==> src/rtl/message_loader_if.sv <==
// Byte-stream input and message-RAM write port of the message loader.
// The producer drives the stream side through master; the loader uses slave.
interface message_loader_if #(
    parameter int unsigned MAX_MESSAGE_LENGTH = 55
);
    localparam int unsigned AW = $clog2(MAX_MESSAGE_LENGTH) + 1;

    logic          in_valid;
    logic [7:0]    in_data;
    logic          in_last;
    logic          in_ready;
    logic          mem_we;
    logic [AW-1:0] mem_addr;
    logic [7:0]    mem_wdata;

    modport master (
        output in_valid, in_data, in_last,
        input  in_ready, mem_we, mem_addr, mem_wdata
    );

    modport slave (
        input  in_valid, in_data, in_last,
        output in_ready, mem_we, mem_addr, mem_wdata
    );
endinterface

==> src/rtl/message_loader.sv <==
// Write side of the message buffer: stores a byte stream at addresses 0.. of the message RAM,
// reports the length and holds the buffer until the hash side releases it.
module message_loader #(
    parameter int unsigned MAX_MESSAGE_LENGTH = 55,
    localparam int unsigned AW = $clog2(MAX_MESSAGE_LENGTH) + 1
) (
    input  logic              clock,
    input  logic              reset,
    input  logic              load_start,
    input  logic              msg_release,
    message_loader_if.slave   bus,
    output logic [AW-1:0]     msg_length,
    output logic              msg_ready,
    output logic              overflow
);
    localparam logic [AW-1:0] MaxCount = AW'(MAX_MESSAGE_LENGTH);

    typedef enum logic [2:0] {StIdle, StLoad, StFlush, StDone, StError} state_e;

    state_e        state_q, state_d;
    logic [AW-1:0] count_q, count_d;
    logic [AW-1:0] msg_length_q, msg_length_d;
    logic          overflow_q, overflow_d;
    logic          msg_ready_q, msg_ready_d;
    logic          mem_we_q, mem_we_d;
    logic [AW-1:0] mem_addr_q, mem_addr_d;
    logic [7:0]    mem_wdata_q, mem_wdata_d;
    logic          accept;

    assign bus.in_ready = (state_q == StLoad);
    assign accept       = bus.in_valid && (state_q == StLoad);

    always_comb begin
        state_d      = state_q;
        count_d      = count_q;
        msg_length_d = msg_length_q;
        overflow_d   = overflow_q;
        mem_we_d     = 1'b0;
        mem_addr_d   = mem_addr_q;
        mem_wdata_d  = mem_wdata_q;
        unique case (state_q)
            StIdle: begin
                if (load_start) begin
                    state_d      = StLoad;
                    count_d      = '0;
                    msg_length_d = '0;
                    overflow_d   = 1'b0;
                end
            end
            StLoad: begin
                if (load_start) begin
                    // Restart wins over a byte offered in the same cycle.
                    count_d      = '0;
                    msg_length_d = '0;
                end else if (accept) begin
                    if (count_q < MaxCount) begin
                        mem_we_d    = 1'b1;
                        mem_addr_d  = count_q;
                        mem_wdata_d = bus.in_data;
                        count_d     = count_q + AW'(1);
                        if (bus.in_last) begin
                            state_d      = StFlush;
                            msg_length_d = count_q + AW'(1);
                        end
                    end else begin
                        state_d    = StError;
                        overflow_d = 1'b1;
                    end
                end
            end
            StFlush: begin
                state_d = StDone;
            end
            StDone: begin
                if (msg_release) begin
                    if (load_start) begin
                        state_d      = StLoad;
                        count_d      = '0;
                        msg_length_d = '0;
                    end else begin
                        state_d = StIdle;
                    end
                end
            end
            StError: begin
                if (load_start) begin
                    state_d      = StLoad;
                    count_d      = '0;
                    msg_length_d = '0;
                    overflow_d   = 1'b0;
                end
            end
            default: begin
                state_d = StIdle;
            end
        endcase
        // Registered so the reader sees msg_ready only after the last write has landed.
        msg_ready_d = (state_q == StDone) && !msg_release;
    end

    always_ff @(posedge clock) begin
        if (!reset) begin
            state_q      <= StIdle;
            count_q      <= '0;
            msg_length_q <= '0;
            overflow_q   <= 1'b0;
            msg_ready_q  <= 1'b0;
            mem_we_q     <= 1'b0;
            mem_addr_q   <= '0;
            mem_wdata_q  <= '0;
        end else begin
            state_q      <= state_d;
            count_q      <= count_d;
            msg_length_q <= msg_length_d;
            overflow_q   <= overflow_d;
            msg_ready_q  <= msg_ready_d;
            mem_we_q     <= mem_we_d;
            mem_addr_q   <= mem_addr_d;
            mem_wdata_q  <= mem_wdata_d;
        end
    end

    assign bus.mem_we    = mem_we_q;
    assign bus.mem_addr  = mem_addr_q;
    assign bus.mem_wdata = mem_wdata_q;
    assign msg_length    = msg_length_q;
    assign msg_ready     = msg_ready_q;
    assign overflow      = overflow_q;
endmodule
==> src/flat_wrapper.sv <==
// flat-port wrapper written by rule: the top's interface ports become plain ports
module message_loader_flat 
#(
    parameter int unsigned MAX_MESSAGE_LENGTH = 55,
    localparam int unsigned AW = $clog2(MAX_MESSAGE_LENGTH) + 1
)
  (clock, reset, load_start, msg_release, msg_length, msg_ready, overflow, bus_in_valid, bus_in_data, bus_in_last, bus_in_ready, bus_mem_we, bus_mem_addr, bus_mem_wdata);
  message_loader_if #(.MAX_MESSAGE_LENGTH(MAX_MESSAGE_LENGTH)) bus_i ();
  input  logic clock;
  input  logic reset;
  input  logic load_start;
  input  logic msg_release;
  output logic [AW-1:0] msg_length;
  output logic msg_ready;
  output logic overflow;
  input wire logic [$bits(bus_i.in_valid)-1:0] bus_in_valid;
  input wire logic [$bits(bus_i.in_data)-1:0] bus_in_data;
  input wire logic [$bits(bus_i.in_last)-1:0] bus_in_last;
  output wire logic [$bits(bus_i.in_ready)-1:0] bus_in_ready;
  output wire logic [$bits(bus_i.mem_we)-1:0] bus_mem_we;
  output wire logic [$bits(bus_i.mem_addr)-1:0] bus_mem_addr;
  output wire logic [$bits(bus_i.mem_wdata)-1:0] bus_mem_wdata;
  assign bus_i.in_valid = bus_in_valid;
  assign bus_i.in_data = bus_in_data;
  assign bus_i.in_last = bus_in_last;
  assign bus_in_ready = bus_i.in_ready;
  assign bus_mem_we = bus_i.mem_we;
  assign bus_mem_addr = bus_i.mem_addr;
  assign bus_mem_wdata = bus_i.mem_wdata;
  message_loader #(.MAX_MESSAGE_LENGTH(MAX_MESSAGE_LENGTH)) u_core (.clock(clock), .reset(reset), .load_start(load_start), .msg_release(msg_release), .bus(bus_i), .msg_length(msg_length), .msg_ready(msg_ready), .overflow(overflow));
endmodule
==> config.mk <==
export PLATFORM = sky130hd
export DESIGN_NAME = message_loader_flat
export DESIGN_NICKNAME = d
export VERILOG_FILES = /design/src/rtl/message_loader_if.sv /design/src/rtl/message_loader.sv /design/src/flat_wrapper.sv
export SDC_FILE = /design/constraint.sdc
export NUM_CORES = 1
export LEC_CHECK = 0
export CAP_MARGIN = 20
export CORE_UTILIZATION = 35
export DETAILED_ROUTE_END_ITERATION = 10
export HOLD_SLACK_MARGIN = 0.1
export PLACE_DENSITY = 0.64
export SETUP_SLACK_MARGIN = 0.2
export SLEW_MARGIN = 20
export SYNTH_ARGS = -nofsm -noshare
export SYNTH_HDL_FRONTEND = slang
export SYNTH_SLANG_ARGS = --single-unit
==> constraint.sdc <==
create_clock -name clock -period 3.9 [get_ports clock]
set_input_delay 1.17 -clock clock [delete_from_list [all_inputs] [get_ports clock]]
set_output_delay 1.17 -clock clock [all_outputs]
set_load 0.01 [all_outputs]
==> flow_summary.toml <==
[detailed_routing]
wl_met2_mm = 1.66
routed_wl_mm = 3.34
wl_met1_mm = 1.48
vias = 1267
initialDrtViolationCount = 70
viasPerCell = 5.05
wire_per_inst_um = 13.3
drtAntennaViolNets = 0
top_layer_used = "met4"
met3_length_um = 177
drt_first_pass_iters = 4
drc = 0

[clocking]
insertion_delay_ns = 0.28
post_cts_resized = 0
cts.htree.levels = 2
ctsLongestPathBuffers = 2
cts_made_buffers = 5
cts_setup_buffers = 0
ctsHoldBuffers = 0
numClockSinks = 35
cts_root_buffer = "clkbuf_8"
cts.clk_slew.worst_paths_ns = 0.07
cts_tree = "done"

[timing]
tightest_slew_ns = 0.391
finalWorstSetupSlack_ns = 0.891
fmax_mhz = 332
post-route-period-util_pct = 77.2
finalHoldViolCount = 0
finalSetupViolCount = 0
min_period_ns = 3.01
slew_viol_final = 0
finalSetupTns_ns = 0
skew_ns = 0.00556
rsz0062_at_grt = "false"
slew_headroom_pct = 73.7
fin_hold_ws_ns = 0.436

[worst_setup_path]
cp.required_ns = 2.73
critPathCaptureType = "output port"
reg2reg_depth = 5
crit_fanout = 8
critPathMaxStageDelay_ns = 0.60
path_cells = "nand2b_1, nor2_1, clkdlybuf4s50_1"
start_kind = "flop"
cp.arrival_ns = 1.84
r2r_end = "u_core.bus.mem_wdata[7]"
r2r_slack_ns = 2.15
r2r_start = "u_core.state_q[0]"
cp_slowest_cell = "clkdlybuf4s50_1"
worstSetupPathType = "flop to output port"

[final_layout]
final_nets = 215
final_cell_area_um2 = 2040
area_delta_synth_final_pct = 33.6
drive_above_1_share_pct = 10.4
fin_util_pct = 50.0
diodes = 0
fin_cells = 251

[grt]
gr-total-overflow = 0
grt_max_degree = 19
antenna_found_initial = 0
grt_usage_pct = 15.4
grt_pass1_vias = 1160
grt_pass1_wl_mm = 5.24

[run_status]
status = "finished clean"

[die]
dieArea_um2 = 4640
io_pins = 40
fp.dieH_um = 68.1
die_x_um = 68.1
num_rows = 23
floorplan.initialDensity_pct = 37.4
core-area_um2 = 4090

[placed_design]
dp_hpwl_mm = 2.44
placed_area_um2 = 1960
dp_slack_ns = 0.928
port_buffers = 39
place_congestion = 0.855
dpl.cell_count = 243

[pwr]
p_per_area_nw_per_um2 = 360
fin_total_pwr_mw = 0.735
cellLeakagePower_nw = 0.858
vdd_ir_drop_max_v = 0.000213

[yosys]
synth_cells = 158
synth_area_leader_cell = "dfxtp_1"
ys_ff_latch = 35
synth-main-ff-cell = "dfxtp_1"
synth_async_sr_flop_share_pct = 0
synth_area_leaders = "dfxtp_1, mux2i_1, nor2_1, nand2_1, a211oi_2"
syn_area_per_cell_um2 = 9.68
ys_warn_count = 0
syn-num-nets = 173
ys_types = 38
ys_seq_area_share_pct = 45.8
synth_top_area_share_pct = 45.8
synth_edf_count = 0
syn_area_um2 = 1530

[min_path]
whs_path_depth = 2
min_from = "u_core.msg_length[6]"
hold_end = "u_core.msg_length[6]"
hold_path_class = "flop to flop"

[run]
maxCapViolCount = 0
cells in the mapped netlist, types with 2 or more instances:
library cell  count
a211oi_1          3
a211oi_2          3
a21o_1            5
a21oi_1           3
and2_1            2
and3_1            2
buf_4             2
clkbuf_1          2
dfxtp_1          35
inv_1             3
mux2_2            2
mux2i_1          20
nand2_1          16
nand2b_1          5
nand3_1           7
nor2_1           22
nor3_1            3
o21ai_0           3
layer usage:
metal / global-route usage, % / vias to the layer above
met3: 5.17 / 5
met1: 17.2 / 593
met5: 0 / -
met4: 6.51 / 0
li1: - / 632
met2: 26.5 / 37
where the power goes:
group	internal (mW)	switching (mW)
Clock	0.125	0.126
Combinational	0.0528	0.0576
Sequential	0.365	0.00969
layout by cell type (no fill, tap or decap), types with 2 or more instances in the layout:
cell type         n
clkdlybuf4s50_1  39
dfxtp_1          35
nor2_1           22
mux2i_1          20
nand2_1          16
nand3_1           7
nand2b_1          5
a21o_1            5
clkbuf_8          5
inv_1             3
a21oi_1           3
nor3_1            3
a211oi_1          3
a211oi_2          3
o21ai_0           3
mux2_2            2
and2_1            2
and3_1            2
buf_4             2
critical path, delay by kind of cell (launching register included):
kind,cells,cell delay (ns)
buf+inv,1,0.60
flops,1,0.49
simple gates,2,0.47
cells by family (layout without fill, tap and decap cells):
| group | Yosys count | in the layout | synth area share [%] |
|---|---|---|---|
| simple gates | 66 | 66 | 21.7 |
| flops | 35 | 35 | 45.8 |
| compound gates | 22 | 22 | 12.5 |
| mux | 22 | 22 | 14.6 |
| buf+inv | 10 | 53 | 3.52 |
| xor+xnor | 2 | 2 | 1.14 |
| fa+ha+maj | 1 | 1 | 0.818 |
worst max path at each step:
| stage | startpoint | endpoint | slack (ns) | cells past startpoint |
|---|---|---|---|---|
| 5_1_grt | u_core.state_q[0] | bus_in_ready | 0.80 | 3 |
| 4_1_cts | u_core.state_q[0] | bus_in_ready | 0.92 | 3 |
| 6_report | u_core.state_q[0] | bus_in_ready | 0.89 | 3 |
| 3_5_place_dp | load_start | u_core.msg_length[3] | 0.93 | 6 |
| 2_1_floorplan | load_start | u_core.state_q[0] | 1.65 | 5 |
| 3_3_place_gp | load_start | u_core.state_q[0] | 0.98 | 6 |
final cells by class:
class / instances / area [um2]
Fill cell: 388 / 2040
Clock inverter: 2 / 12.5
Tap cell: 50 / 62.6
Clock buffer: 6 / 72.6
Multi-Input combinational cell: 113 / 776
Timing Repair Buffer: 41 / 405
Inverter: 4 / 15.0
Sequential cell: 35 / 701
registers in the layout (all words and copies together), names as in the netlist:
register,flops
u_core.bus.mem_addr,7
u_core.bus.mem_wdata,8
u_core.bus.mem_we,1
u_core.count_q,7
u_core.msg_length,7
u_core.msg_ready,1
u_core.overflow,1
u_core.state_q,3
Power figures use the tool's default switching activity.
